$ cat src/rtl/lsu_pkg.sv
// Shared load/store definitions: access sizes, bridge FSM states and
// helpers for byte-mask generation and alignment checking.
package lsu_pkg;

  localparam logic [1:0] SZ_B = 2'd0;
  localparam logic [1:0] SZ_H = 2'd1;
  localparam logic [1:0] SZ_W = 2'd2;
  localparam logic [1:0] SZ_D = 2'd3;

  typedef enum logic [1:0] {
    IDLE   = 2'd0,
    ACCESS = 2'd1,
    RESP   = 2'd2
  } lsu_state_e;

  function automatic logic [7:0] size_to_mask(input logic [1:0] size);
    logic [7:0] mask;
    case (size)
      SZ_B:    mask = 8'h01;
      SZ_H:    mask = 8'h03;
      SZ_W:    mask = 8'h0F;
      SZ_D:    mask = 8'hFF;
      default: mask = 8'hFF;
    endcase
    return mask;
  endfunction

  // Only the low three address bits can make a naturally-aligned access misaligned.
  function automatic logic is_misaligned(input logic [2:0] addr_lo, input logic [1:0] size);
    logic mis;
    case (size)
      SZ_B:    mis = 1'b0;
      SZ_H:    mis = (addr_lo[0] != 1'b0);
      SZ_W:    mis = (addr_lo[1:0] != 2'b00);
      SZ_D:    mis = (addr_lo != 3'b000);
      default: mis = 1'b0;
    endcase
    return mis;
  endfunction

endpackage

$ cat src/rtl/lsu_load_align.sv
// Sizes right-justified raw load data and sign- or zero-extends it to 64 bits.
module lsu_load_align
  import lsu_pkg::*;
(
  input  logic [63:0] raw_i,
  input  logic [1:0]  size_i,
  input  logic        signed_i,
  output logic [63:0] out_o
);

  always_comb begin
    out_o = raw_i;
    case (size_i)
      SZ_B:    out_o = {{56{signed_i & raw_i[7]}},  raw_i[7:0]};
      SZ_H:    out_o = {{48{signed_i & raw_i[15]}}, raw_i[15:0]};
      SZ_W:    out_o = {{32{signed_i & raw_i[31]}}, raw_i[31:0]};
      SZ_D:    out_o = raw_i;
      default: out_o = raw_i;
    endcase
  end

endmodule

$ cat src/rtl/dpic_lsu_bridge.sv
// Single-outstanding load/store front-end for the DPI-C memory model: one
// memory cycle per request, misaligned requests answered without touching memory.
module dpic_lsu_bridge
  import lsu_pkg::*;
#(
  parameter int               XLEN     = 64,
  parameter logic [XLEN-1:0]  ERR_DATA = {XLEN{1'b0}}
) (
  input  logic            clock,
  input  logic            reset,
  input  logic            req_valid,
  output logic            req_ready,
  input  logic            req_wr,
  input  logic [1:0]      req_size,
  input  logic            req_signed,
  input  logic [XLEN-1:0] req_addr,
  input  logic [XLEN-1:0] req_wdata,
  output logic            resp_valid,
  input  logic            resp_ready,
  output logic [XLEN-1:0] resp_rdata,
  output logic            resp_err,
  output logic            mem_rd_en,
  output logic [XLEN-1:0] mem_rd_addr,
  input  logic [XLEN-1:0] mem_rd_data,
  output logic            mem_we_en,
  output logic [XLEN-1:0] mem_we_addr,
  output logic [XLEN-1:0] mem_we_data,
  output logic [7:0]      mem_we_mask
);

  lsu_state_e      state_q, state_d;
  logic            wr_q;
  logic [1:0]      size_q;
  logic            signed_q;
  logic [XLEN-1:0] addr_q;
  logic [XLEN-1:0] wdata_q;
  logic [XLEN-1:0] rdata_q;
  logic            err_q;

  logic            accept_s;
  logic            mis_s;
  logic [63:0]     load_data_s;

  assign req_ready  = (state_q == IDLE);
  assign accept_s   = req_valid & req_ready;
  assign mis_s      = is_misaligned(req_addr[2:0], req_size);
  assign resp_valid = (state_q == RESP);
  assign resp_rdata = rdata_q;
  assign resp_err   = err_q;

  lsu_load_align u_align (
    .raw_i    (mem_rd_data),
    .size_i   (size_q),
    .signed_i (signed_q),
    .out_o    (load_data_s)
  );

  always_comb begin
    state_d = state_q;
    case (state_q)
      IDLE: begin
        if (accept_s) begin
          state_d = mis_s ? RESP : ACCESS;
        end else begin
          state_d = IDLE;
        end
      end
      ACCESS: state_d = RESP;
      RESP: begin
        if (resp_ready) begin
          state_d = IDLE;
        end else begin
          state_d = RESP;
        end
      end
      default: state_d = IDLE;
    endcase
  end

  always_ff @(posedge clock) begin
    if (reset) begin
      state_q  <= IDLE;
      wr_q     <= 1'b0;
      size_q   <= SZ_B;
      signed_q <= 1'b0;
      addr_q   <= {XLEN{1'b0}};
      wdata_q  <= {XLEN{1'b0}};
      rdata_q  <= {XLEN{1'b0}};
      err_q    <= 1'b0;
    end else begin
      state_q <= state_d;
      if (accept_s) begin
        wr_q     <= req_wr;
        size_q   <= req_size;
        signed_q <= req_signed;
        addr_q   <= req_addr;
        wdata_q  <= req_wdata;
        err_q    <= mis_s;
        rdata_q  <= mis_s ? ERR_DATA : {XLEN{1'b0}};
      end else if (state_q == ACCESS) begin
        rdata_q <= wr_q ? {XLEN{1'b0}} : load_data_s;
      end else begin
        rdata_q <= rdata_q;
      end
    end
  end

  // Memory ports are decoded from registered state only and forced to zero outside ACCESS.
  always_comb begin
    mem_rd_en   = 1'b0;
    mem_rd_addr = {XLEN{1'b0}};
    mem_we_en   = 1'b0;
    mem_we_addr = {XLEN{1'b0}};
    mem_we_data = {XLEN{1'b0}};
    mem_we_mask = 8'h00;
    if (state_q == ACCESS) begin
      if (wr_q) begin
        mem_we_en   = 1'b1;
        mem_we_addr = addr_q;
        mem_we_data = wdata_q;
        mem_we_mask = size_to_mask(size_q);
      end else begin
        mem_rd_en   = 1'b1;
        mem_rd_addr = addr_q;
      end
    end else begin
      mem_rd_en = 1'b0;
    end
  end

endmodule

$ cat config.mk
export PLATFORM = sky130hd
export DESIGN_NAME = dpic_lsu_bridge
export DESIGN_NICKNAME = d
export VERILOG_FILES = /design/src/rtl/lsu_pkg.sv /design/src/rtl/lsu_load_align.sv /design/src/rtl/dpic_lsu_bridge.sv
export SDC_FILE = /design/constraint.sdc
export NUM_CORES = 1
export LEC_CHECK = 0
export BUFFER_PORTS_ARGS = -buffer_cell sky130_fd_sc_hd__buf_4
export CAP_MARGIN = 0
export CORE_AREA = 4 4 178 180
export DETAILED_ROUTE_END_ITERATION = 8
export DIE_AREA = 0 0 182 184
export GPL_TIMING_DRIVEN = 0
export PLACE_DENSITY = 0.65
export SLEW_MARGIN = 20
export SYNTH_ARGS = -nofsm -noshare
export SYNTH_HDL_FRONTEND = slang
export SYNTH_SLANG_ARGS = --single-unit
$ cat constraint.sdc
create_clock -name clock -period 1.7 [get_ports clock]
set_input_delay 0.34 -clock clock [delete_from_list [all_inputs] [get_ports clock]]
set_output_delay 0.34 -clock clock [all_outputs]
set_load 0.05 [all_outputs]
==> results of run 1 <==
[Yosys cell counts, drive strengths merged]
cell type,n
a22o,132
a21boi,1
a211oi,32
nand2b,6
and2b,1
nor2b,2
a31oi,1
or2,1
o211ai,8
and3,130
and2,66
o22ai,1
mux2i,1
nand3,33
o21a,16
o21ai,35
dfxtp,199
nor3b,7
nand2,12
nor2,28
nand3b,2
a21oi,19
a22oi,16
inv,2
clkbuf,35
buf,69
[area by class of cell]
type | instances | area (um2) | area share (%)
clock buffer | 18 | 439 | 2.88
inverter | 2 | 7.51 | 0.0492
clock inverter | 14 | 183 | 1.20
buffer | 102 | 896 | 5.88
tap | 396 | 495 | 3.25
multi-input combinational | 550 | 4180 | 27.4
sequential | 199 | 3990 | 26.2
timing repair buffer | 496 | 5050 | 33.2
[stage by stage]
| stage | util (%) | hold WS, ps |
|---|---|---|
| final | 50.5 | 110 |
| after detailed placement | 41.9 | 455 |
| after CTS | 48.4 | 81.7 |
| after global routing | 50.5 | 83.6 |
| after global placement | 41.9 | 441 |
| after floorplan | - | 402 |
[report_power, final]
part	switching [W]	internal [W]	total (W)
Clock	0.00213	0.00217	0.00430
Combinational	0.000989	0.000908	0.00190
Sequential	0.000184	0.00492	0.00510
Total	0.00330	0.00800	0.0113
[kinds of logic after synthesis]
group                  synth area share, %
flip-flops                            47.7
multiplexers                         0.120
AO/OA/AOI/OAI                         24.2
AND/OR/NAND/NOR                       20.4
buffers and inverters                 7.56
[cell usage in the layout (no fill, tap or decap), types with 11 or more instances in the layout]
| cell type | n |
|---|---|
| a211oi_1 | 32 |
| and3_2 | 95 |
| buf_8 | 110 |
| and3_4 | 26 |
| clkbuf_2 | 13 |
| a22oi_1 | 16 |
| nand3_1 | 32 |
| o21ai_1 | 33 |
| a21oi_1 | 17 |
| a22o_1 | 132 |
| o21a_1 | 16 |
| nand2_1 | 11 |
| buf_4 | 301 |
| buf_2 | 19 |
| and2_4 | 64 |
| nor2_1 | 24 |
| buf_6 | 125 |
| clkbuf_16 | 25 |
| dfxtp_1 | 195 |
[repair_timing]
action                     4_1_cts  5_1_grt
setup buffers                    7       13
setup endpoints to repair      202      202
gates resized for setup        356      150
cloned                           1        7
pin swaps                        1        5
[registers in the layout (all words and copies together), names as in the netlist]
signal,count
resp_rdata,64
resp_err,1
signed_q,1
wdata_q,64
state_q,2
size_q,2
addr_q,64
wr_q,1
[routing by layer]
metal  GRT usage, %  share of wire (%)
met4           6.15                2.2
met3           5.90                7.6
met2           36.5                 50
met1           25.3                 40
met5              0                  0
[how the worst max path moves through the flow]
stage                               start         endpoint  slack [ps]
floorplan           state_q[1]$_SDFF_PP0_  mem_rd_addr[60]         -50
global placement        wr_q$_SDFFE_PP0P_   mem_we_mask[6]        -520
detailed placement      wr_q$_SDFFE_PP0P_   mem_we_mask[7]        -530
CTS                 state_q[1]$_SDFF_PP0_   mem_we_mask[7]        -560
global route        state_q[1]$_SDFF_PP0_   mem_we_mask[3]        -570
finish              state_q[1]$_SDFF_PP0_   mem_we_mask[3]        -510
[critical path: cells and delay by family, from the launching register on]
kind                   cells  cell delay (ps)
DFF                        1              360
and+or+nand+nor            2              500
buffers and inverters      4              570
==> impl_metrics.py, run 1 <==
metrics = {
    "worst_setup_path": {
        "r2r_end": "addr_q[18]$_SDFFE_PP0P_",
        "cp-end-kind": "output port",
        "cp.arrival_ps": 1870,
        "worstPathRequired_ps": 1360,
        "path_max_fanout": 10,
        "cpPeakStageDelay_ps": 360,
        "crit_path_cell_trace": "and2b_4 > buf_12 > clkbuf_16 > and3_4 > buf_6 > buf_8",
        "startpoint_type": "register",
        "reg2reg_from": "state_q[0]$_SDFF_PP0_",
        "cp_slowest_cell": "dfxtp_4",
        "worstRegToRegCells": 6,
        "critical_path_class": "register to output port",
        "r2r_setup_slack_ps": 130,
    },
    "sta": {
        "hold_viol": 0,
        "timing.final.crit_period_ps": 2210,
        "rsz0062_at_grt": "true",
        "post-route-period-util_pct": 130,
        "fin_worst_skew_ps": 14.5,
        "postLayoutSetupSlackWorst_ps": -510,
        "setup_violations": 202,
        "slew_violations": 0,
        "fmax_mhz": 453,
        "relSlewSlack_pct": 41.0,
        "tns_ps": -86790,
        "worst_slew_pin_slew_ps": 876,
    },
    "logic_synthesis": {
        "ys_ff_latch": 199,
        "syn-num-nets": 1055,
        "avgSynthCellArea_um2": 9.77,
        "yosysTopAreaCellShare_pct": 47.7,
        "synth.cell_area_um2": 8350,
        "ys_seq_area_share_pct": 47.7,
        "synthCells": 855,
        "synthDistinctLibCells": 36,
        "synthTopCellsByArea": "dfxtp_1 48%, a22o_1 14%, and3_1 9.7%",
        "synth.largest_area_cell": "dfxtp_1",
        "yosysWarnings": 0,
    },
    "detailed_routing": {
        "drt_wl_total_mm": 38.5,
        "ant_nets": 0,
        "route.vias.total": 8982,
        "post-route-drc-count": 0,
        "wire_per_inst_um": 21.7,
        "drt_first_pass_iters": 5,
        "drt-initial-drc-count": 469,
        "vias_per_cell": 5.05,
    },
    "outcome": {
        "status": "complete, but fails checks",
        "violations": "negative setup slack",
    },
    "place": {
        "place_hpwl_mm": 27.9,
        "dp_cells": 1719,
        "postPlaceCellArea_um2": 12600,
        "io_buffers": 468,
        "routabilityCongestion": 0.869,
        "dp_slack_ps": -532,
    },
    "clocking": {
        "htree_levels": 4,
        "numCtsBuffers": 17,
        "clk_path_buf_depth": 2,
        "cts.clk_slew.worst_paths_ps": 90,
        "insertion_delay_ps": 430,
        "cts_tree": "built",
        "clkSinkCount": 199,
        "hold_buffers": 0,
        "cts-root-buf": "clkbuf_16",
    },
    "floorplan": {
        "dieArea_um2": 33500,
        "rows": 64,
        "die_w_um": 182,
        "die_h_um": 184,
        "io_pins": 469,
        "initial_core_util_pct": 27.7,
        "core_um2": 30200,
    },
    "pwr": {
        "power_density_nw_per_um2": 741,
        "irDropWorstVdd_mv": 0.543,
        "total_leakage_power_nw": 7.10,
        "finalPower_w": 0.0113,
    },
    "cells_and_area": {
        "layout.nets": 1568,
        "final_layout_size_suffix_gt1_share_pct": 60.0,
        "antenna_cells": 0,
        "final_area_um2": 15200,
        "fin_cells": 1777,
        "fillerInstances": 2674,
        "area_delta_synth_final_pct": 82.5,
    },
    "global_route": {
        "grtUsageTotal_pct": 21.0,
        "grt_pass1_vias": 9126,
        "grt_pass1_wl_mm": 54.8,
        "grt_max_degree": 21,
        "grt-ovfl-total": 0,
        "antenna_found_initial": 0,
    },
    "min_path": {
        "min_path_cells": 2,
        "min_from": "req_addr[26]",
        "hold_end": "addr_q[26]$_SDFFE_PP0P_",
        "hold_path.class": "input port to register",
    },
    "run": {
        "cap_violations": 0,
    },
}
Power figures use the tool's default switching activity.
==> inputs of run 2 (changes only) <==
--- a/config.mk
+++ b/config.mk
@@ -12,4 +12,5 @@
 export DIE_AREA = 0 0 182 184
 export GPL_TIMING_DRIVEN = 0
+export HOLD_SLACK_MARGIN = 0.1
 export PLACE_DENSITY = 0.65
 export SLEW_MARGIN = 20
==> constraint.sdc (replaced) <==
create_clock -name clock -period 1.7 [get_ports clock]
set_input_delay 0.085 -clock clock [delete_from_list [all_inputs] [get_ports clock]]
set_output_delay 0.085 -clock clock [all_outputs]
set_load 0.05 [all_outputs]
==> run 2 against run 1 <==
  * The run still ends with negative setup slack left
  * Non-clock buffer count grew 196
  * Final area up 15%
  * Setup slack better by 220 ps
  * Sequential share of layout area fell by 3.5 points
  * Clock power decreased by 0.9%
  * First-iteration DRC count grew 15%
  * Global-route usage grew 2.9 points
  * Hold slack improved by 14 ps
  * Combinational power increased by 23%
  * Clock-buffer cell count is 1 lower
  * Clock skew shrank 1.1 ps
  * Critical path type unchanged
  * Critical endpoint is now mem_we_mask[5]
==> impl_metrics.py, run 2 (synthesized netlist as in run 1, its figures left out) <==
metrics = {
    "cells_and_area": {
        "multiInputGateArea_um2": 4360,
        "final_layout_size_suffix_gt1_share_pct": 50.0,
        "final_cell_mix": "302 x buf_4, 198 x dlygate4sd3_1, 196 x dfxtp_1, 161 x buf_8, 132 x a22o_1",
        "regArea_um2": 3990,
        "final_area_um2": 17600,
        "area_delta_synth_final_pct": 111,
        "fillerInstances": 2305,
        "final_common_cell": "buf_4",
        "layout.nets": 1764,
        "fin_cells": 1975,
    },
    "sta": {
        "timing.final.crit_period_ps": 1990,
        "hold_viol": 0,
        "postLayoutSetupSlackWorst_ps": -286,
        "post-route-period-util_pct": 117,
        "fin_worst_skew_ps": 13.4,
        "setup_violations": 201,
        "fmax_mhz": 504,
        "slew_violations": 0,
        "relSlewSlack_pct": 45.4,
        "holdWs_ps": 124,
        "worst_slew_pin_slew_ps": 810,
        "rsz0062_at_grt": "true",
    },
    "global_route": {
        "antenna_found_initial": 2,
        "grt_max_degree": 20,
        "grt-ovfl-total": 0,
        "grtUsageTotal_pct": 23.8,
        "grt_pass1_vias": 10500,
        "grt_pass1_wl_mm": 62.5,
    },
    "worst_setup_path": {
        "critPathBufInv": 4,
        "cpPeakStageDelay_ps": 360,
        "r2r_setup_slack_ps": 80,
        "cp_slowest_cell": "dfxtp_4",
        "cp-end-kind": "output port",
        "worstPathRequired_ps": 1620,
        "cp.arrival_ps": 1900,
        "startpoint_type": "register",
        "crit_path_cell_trace": "and2b_4 > buf_12 > clkbuf_16 > and3_4 > buf_6 > buf_8",
        "critPathTopFamily": "simple AND/OR/NAND/NOR gates",
        "path_max_fanout": 7,
        "critical_path_class": "register to output port",
    },
    "floorplan": {
        "core_um2": 30200,
        "dieArea_um2": 33500,
        "initial_core_util_pct": 27.7,
        "die_w_um": 182,
        "io_pins": 469,
        "die_h_um": 184,
        "rows": 64,
    },
    "detailed_routing": {
        "ant_nets": 0,
        "met3_length_mm": 3.13,
        "route.vias.total": 9948,
        "maxUsedRoutingLayer": "met4",
        "vias_per_cell": 5.04,
        "post-route-drc-count": 0,
        "drt_wl_total_mm": 43.1,
        "drt-initial-drc-count": 539,
        "wire_per_inst_um": 21.8,
        "m1WireLength_mm": 16.8,
        "wl_met2_mm": 21.6,
        "drt_first_pass_iters": 4,
    },
    "outcome": {
        "violations": "negative setup slack",
        "status": "complete, but fails checks",
    },
    "place": {
        "postPlaceCellArea_um2": 12400,
        "routabilityCongestion": 0.881,
        "dp_slack_ps": -692,
        "io_buffers": 468,
        "dp_cells": 1719,
        "place_hpwl_mm": 27.7,
    },
    "pwr": {
        "finalPower_w": 0.0117,
        "power_density_nw_per_um2": 667,
        "irDropWorstVdd_mv": 0.587,
        "total_leakage_power_nw": 7.87,
    },
    "run": {
        "cap_violations": 0,
    },
    "clocking": {
        "clk_path_buf_depth": 2,
        "insertion_delay_ps": 440,
        "cts_tree": "built",
        "cts-root-buf": "clkbuf_16",
        "numCtsBuffers": 17,
        "cts.clk_slew.worst_paths_ps": 90,
        "htree_levels": 4,
        "clkSinkCount": 199,
    },
    "min_path": {
        "hold_path.class": "input port to register",
    },
}
-- run 2: cell type report --
class | instances | share of cell area, %
clock inverters | 15 | 0.924
multi-input cells | 550 | 24.8
plain buffers | 101 | 5.32
repair buffers | 693 | 41.0
diodes | 2 | 0.0284
well taps | 396 | 2.81
clock buffers | 17 | 2.42
flip-flops and latches | 199 | 22.7
inverters | 2 | 0.0426
-- run 2: worst register-to-register path, stage by stage, from the launching register on --
cell     delay, ps
dfxtp_4        360
and2b_4        220
buf_12         150
buf_16         140
buf_4          140
buf_4          170
o21a_1         130
a22oi_2        140
nor2_1          50
-- run 2: worst paths after layout --
check,startpoint,end,cells after the start
worst max-delay path,state_q[1]$_SDFF_PP0_,mem_we_mask[5],6
worst min-delay path,mem_rd_data[4],resp_rdata[4]$_SDFFE_PP0P_,4
worst min register to register,resp_rdata[11]$_SDFFE_PP0P_,resp_rdata[11]$_SDFFE_PP0P_,2
worst max register to register,state_q[1]$_SDFF_PP0_,resp_rdata[31]$_SDFFE_PP0P_,8
-- run 2: through the flow --
stage	util, %	setup TNS, ps
floorplan	-	-54.7
detailed placement	41.0	-54170
finish	58.3	-42450
global route	58.3	-55710
CTS	56.1	-45370
global placement	41.0	-50780
-- run 2: power breakdown --
| group | total (W) | leakage [nW] | switching (W) | internal [W] |
|---|---|---|---|---|
| combinational | 0.00234 | 5.95 | 0.00113 | 0.00122 |
| clock | 0.00426 | 0.290 | 0.00215 | 0.00211 |
| sequential | 0.00513 | 1.63 | 0.000217 | 0.00492 |
| total | 0.0117 | 7.87 | 0.00349 | 0.00824 |
-- run 2: routing by layer --
| metal | GRT usage (%) | vias up |
|---|---|---|
| li1 | - | 4562 |
| met5 | 0 | - |
| met1 | 27.8 | 4809 |
| met2 | 41.4 | 486 |
| met4 | 10.4 | 0 |
| met3 | 6.33 | 91 |
-- run 2: timing repair --
item	in CTS	in global routing
gates resized for setup	472	163
hold buffers	198	0
pin swaps	2	2
setup endpoints to repair	206	214
setup buffers	12	5
gates cloned	8	3
endpoints found under the hold margin	197	0
